===== config.mk =====
export PLATFORM = sky130hd
export DESIGN_NAME = load_align
export DESIGN_NICKNAME = d
export VERILOG_FILES = /design/src/rtl/writeback_pkg.sv /design/src/rtl/writeback_load_align.sv
export SDC_FILE = /design/constraint.sdc
export NUM_CORES = 1
export LEC_CHECK = 0
export ABC_CLOCK_PERIOD_IN_PS = 2550
export CELL_PAD_IN_SITES_DETAIL_PLACEMENT = 1
export CELL_PAD_IN_SITES_GLOBAL_PLACEMENT = 2
export CORE_UTILIZATION = 14
export DETAILED_ROUTE_END_ITERATION = 10
export PLACE_DENSITY_LB_ADDON = 0.1
export SYNTH_ARGS = -nofsm -noshare
export SYNTH_HDL_FRONTEND = slang
export SYNTH_SLANG_ARGS = --single-unit

===== constraint.sdc =====
create_clock -name vclk -period 2.55
set_input_delay 0.51 -clock vclk [all_inputs]
set_output_delay 0.51 -clock vclk [all_outputs]
set_load 0.03 [all_outputs]

===== src/rtl/writeback_pkg.sv =====
// Shared core constants: opcodes, widths and load funct3 encodings.
package writeback_pkg;

    localparam int XLEN  = 32;
    localparam int XADDR = 5;
    localparam int OPLEN = 7;

    localparam logic [OPLEN-1:0] L_OP = 7'b0000011;
    localparam logic [OPLEN-1:0] S_OP = 7'b0100011;
    localparam logic [OPLEN-1:0] B_OP = 7'b1100011;
    localparam logic [OPLEN-1:0] I_OP = 7'b0010011;
    localparam logic [OPLEN-1:0] R_OP = 7'b0110011;

    localparam logic [2:0] F3_LB  = 3'b000;
    localparam logic [2:0] F3_LH  = 3'b001;
    localparam logic [2:0] F3_LW  = 3'b010;
    localparam logic [2:0] F3_LBU = 3'b100;
    localparam logic [2:0] F3_LHU = 3'b101;

endpackage


===== src/rtl/writeback_load_align.sv =====
// Combinational load extractor: picks byte/half from the aligned word,
// extends it, and flags illegal widths or misaligned addresses.
module load_align
    import writeback_pkg::*;
(
    input  logic [XLEN-1:0] word,
    input  logic [1:0]      addr_lo,
    input  logic [2:0]      funct3,
    output logic [XLEN-1:0] data,
    output logic            fault
);

    logic [7:0]  b;
    logic [15:0] h;

    assign b = word[{addr_lo, 3'b000} +: 8];
    assign h = addr_lo[1] ? word[31:16] : word[15:0];

    always_comb begin
        data  = '0;
        fault = 1'b0;
        unique case (1'b1)
            funct3 == F3_LB:  data = {{24{b[7]}}, b};
            funct3 == F3_LBU: data = {24'h0, b};
            funct3 == F3_LH: begin
                fault = addr_lo[0];
                data  = fault ? '0 : {{16{h[15]}}, h};
            end
            funct3 == F3_LHU: begin
                fault = addr_lo[0];
                data  = fault ? '0 : {16'h0, h};
            end
            funct3 == F3_LW: begin
                fault = |addr_lo;
                data  = fault ? '0 : word;
            end
            default: fault = 1'b1;
        endcase
    end

endmodule


### Word level (Yosys, flattened, before mapping)

Index checks and enable logic that the tools add are counted.

* input bits: 37
* word-level logic and storage cells: 15
* output and inout port bits: 33
* register bits: 0

* shifts and indexed selects: 1
* mux-type cells: 6
* equal/unequal tests: 4
* reduce and logical (&&, ||, !) cells: 4

Operators with widths (count)
* one-hot mux 32 bit (5 select lines): 1
* 2-to-1 mux 32 bit: 2
* 2-to-1 mux 16 bit: 2
* indexed part select 32 x 6 -> 8 bit: 1
* == test 3 bit, second input constant: 2
* OR reduction 2 bit: 3
* == test 3 x 1 -> 1 bit, second input constant: 1
* == test 3 x 2 -> 1 bit, second input constant: 1
* zero test 3 bit: 1
* one-hot mux 1 bit (3 select lines): 1

### Longest topological paths before layout

* word-level depth: 3
* depth in mapped cells: 6
* gate-level depth less buffers: 4

### Worst setup path after synthesis

Ideal clock, no wire load.

* path type: input to output
* start point: in addr_lo[1]
* end point: out data[0]
* setup slack: 0.117 ns
* data arrival time: 1.923 ns
* stages: 6
* buffers on the path: 2
* required time: 2.040 ns
* cells stage by stage: buf_2 -> buf_2 -> nand2_1 -> a21oi_1 -> a21oi_1 -> o21ai_0

* longest elaborated chain between the ends: 3
* elaborated cells on any way between the ends: 7
* those cells by class: 1 x shift; 5 x mux; 1 x reduce/logical

RTL lines
* start: declaration: line writeback_load_align.sv:7 `input logic [1:0] addr_lo,`
* parallel branches: the longest is 2 deep, another holds indexed part select 32 x 6 -> 8 bit
* one-hot mux 32 bit (5 select lines) (*): line writeback_load_align.sv:22 `unique case (1'b1)`
* end: declaration: line writeback_load_align.sv:9 `output logic [XLEN-1:0] data,`

Every way passes the cells marked *.

### Worst setup path after layout

* start point: in funct3[0]
* end point: out data[24]

* longest elaborated chain between the ends: 2
* elaborated cells on any way between the ends: 6
* those cells by class: 4 x eq/ne; 1 x mux; 1 x reduce/logical

RTL lines
* start: declaration: line writeback_load_align.sv:8 `input logic [2:0] funct3,`
* == test 3 x 2 -> 1 bit (tied with other cells): line writeback_load_align.sv:33 `funct3 == F3_LW: begin`
* one-hot mux 32 bit (5 select lines) (*): line writeback_load_align.sv:22

Every way passes the cells marked *; elsewhere a longest branch is shown, timed or not.

==> impl_metrics.py <==
metrics = {
    "power_and_ir_drop": {
        "power_frac_seq_pct": 0,
        "p_int_w": 0.000205,
        "switching_share_pct": 49.6,
        "p_per_area_nw_per_um2": 201,
        "power.share.clock_pct": 0,
        "total_power_w": 0.000408,
        "switchingPower_w": 0.000203,
        "ir_drop_v": 0.0000703,
        "p_comb_share_pct": 100.0,
        "p_leak_nw": 0.906,
    },
    "route": {
        "wirelength_mm": 4.67,
        "drtAntennaViolNets": 0,
        "drtIter0Drc": 23,
        "route.detailed.drc": 0,
        "avgRoutedWirePerCell_microns": 15.1,
        "drt_pass1_iterations": 4,
        "num_vias": 1371,
        "via_per_inst": 4.44,
    },
    "sta": {
        "fin_crit_sh_pct": 98.5,
        "worst_pin_slew_ns": 0.334,
        "hold_viol": 0,
        "timing.hold.ws_ns": 1.59,
        "fmax_ghz": 0.398,
        "rsz0062_at_grt": "true",
        "fin_ws_ns": 0.0389,
        "slew_violations": 0,
        "fin_crit_ns": 2.51,
        "slew_headroom_pct": 77.8,
        "setup_viol": 0,
    },
    "layout": {
        "nClkBuffers": 0,
        "antennaDiodeCount": 0,
        "numSequentialCells": 0,
        "final_area_sq_um": 2030,
        "drive_gt1_share_pct": 51.0,
        "nets": 278,
        "final_util_pct": 39.3,
        "syn_to_final_growth_pct": 167,
        "regArea_sq_um": 0,
        "mostFrequentLayoutCells": "buf_4 (73), clkdlybuf4s50_1 (28), nand2_1 (21), nor2_1 (12), a21oi_2 (12)",
        "final_common_cell": "buf_4",
    },
    "synth": {
        "synth_area_leaders": "a21oi_1 (14%), mux2i_1 (13%), nand2_1 (10%), nand3_1 (7.2%), nor2_1 (5.9%)",
        "synth_area_per_cell_sq_um": 6.05,
        "synth.cell_area_sq_um": 762,
        "synth_largest_area_cell": "a21oi_1",
        "ys_seq_area_share_pct": 0,
        "synth_nets": 163,
        "yosys_warnings": 0,
        "synth_cell_types": 30,
        "synth_cells": 126,
        "synth_top_area_share_pct": 13.8,
    },
    "placement": {
        "place_area_sq_um": 1750,
        "dpl_worst_slack_ns": -0.386,
        "gp_congestion": 0.766,
        "hpwl_mm": 3.55,
        "numPortBuffers": 70,
    },
    "global_routing": {
        "grt_pass1_wl_mm": 6.77,
        "grt_overflow_total": 0,
        "grt_usage_pct": 15.3,
        "grt_pass1_vias": 1380,
        "grt_max_degree": 12,
        "antenna_found_initial": 0,
    },
    "floorplan": {
        "initial_utilization_pct": 14.7,
        "chipHeight_microns": 75.8,
        "rows": 26,
        "dieArea_sq_um": 5740,
        "die_w_microns": 75.8,
        "ioPinCount": 70,
        "core_sq_um": 5170,
    },
    "worst_setup_path": {
        "critical_path.max_stage_delay_ns": 0.40,
        "crit_arrival_ns": 2.00,
        "worst_setup_path_end_kind": "output pin",
        "path_cells": "dlygate4sd2_1 > buf_6 > or3b_4 > nor2_4 > a221oi_4 > buf_12 > buf_6 > a21oi_1 > buf_4",
        "cp_common_cell": "buf_6",
        "critPathLaunch": "funct3[0]",
        "cp_data_required_time_ns": 2.04,
        "crit_type": "in2out",
        "worstSetupEndpoint": "data[24]",
        "critPathMaxFanout": 5,
        "slowest_stage": "or3b_4",
        "cp-start-kind": "input port",
    },
    "hold_path": {
        "hold_class": "in2out",
    },
    "status": {
        "status": "finished clean",
    },
    "job": {
        "cap_violations": 0,
    },
}
## cell type report
type	instances	area, sq um
inverter	2	8.76
multi-input combinational	112	836
fill	629	3140
tap	70	87.6
timing repair buffer	125	1100
## metrics by stage
stage               TNS [ns]  cells
floorplan                  0    126
global placement       -6.99    296
detailed placement     -7.87    296
CTS                        0    308
global route         -0.0211    309
finish                     0    309
## power by group through the flow
stage          clock network [W]  registers, W  logic (W)
6_report                       0             0   0.000408
5_1_grt                        0             0   0.000432
4_1_cts                        0             0   0.000397
3_5_place_dp                   0             0   0.000358
3_3_place_gp                   0             0   0.000355
2_1_floorplan                  0             0   0.000164
## synthesized netlist by cell type, drive strengths merged, types with 2 or more instances
cell,instances
nand3,11
mux2i,10
a21oi,21
nor2,13
o211ai,6
clkbuf,5
nor3,3
a31oi,2
nand2,21
o22ai,2
a221o,3
mux2,3
nand2b,2
buf,7
o21ai,4
## logic make-up (layout without fill, tap and decap cells)
| logic type | after synthesis | after routing | synth area share [%] |
|---|---|---|---|
| buf+inv | 14 | 127 | 8.87 |
| compound gates | 42 | 42 | 36.5 |
| mux | 13 | 13 | 17.6 |
| simple gates | 57 | 57 | 37.1 |
## worst max-delay path: cells and delay by family
family / cells / cell delay (ns)
compound gates: 2 / 0.18
buf+inv: 5 / 0.77
simple gates: 2 / 0.53
## metal layers
metal | vias to the layer above | track usage (%) | part of all wire, % | wire length [microns]
met1 | 652 | 19.0 | 43 | 2020
met5 | - | 0 | 0 | 0
met2 | 28 | 30.8 | 54 | 2510
met3 | 2 | 0.132 | 2.6 | 120
met4 | 0 | 0.617 | 0.32 | 15
li1 | 689 | - | - | -
## worst min path at each step
| stage | cells after the start | startpoint | end | slack [ns] |
|---|---|---|---|---|
| detailed placement | 4 | word[16] | data[16] | 1.72 |
| floorplan | 2 | word[16] | data[16] | 1.24 |
| global placement | 4 | word[21] | data[21] | 1.72 |
| finish | 5 | word[15] | data[15] | 1.59 |
| global route | 5 | word[15] | data[15] | 1.64 |
| CTS | 5 | word[23] | data[23] | 1.68 |
## timing repair
item | 4_1_cts | 5_1_grt
hold buffers | 0 | 0
buffers inserted | 9 | 1
resized for setup | 40 | 26
setup endpoints to repair | 33 | 29
pin swaps | 7 | 4
cloned | 3 | 0
Note: power is estimated with default switching activity, not from simulation.
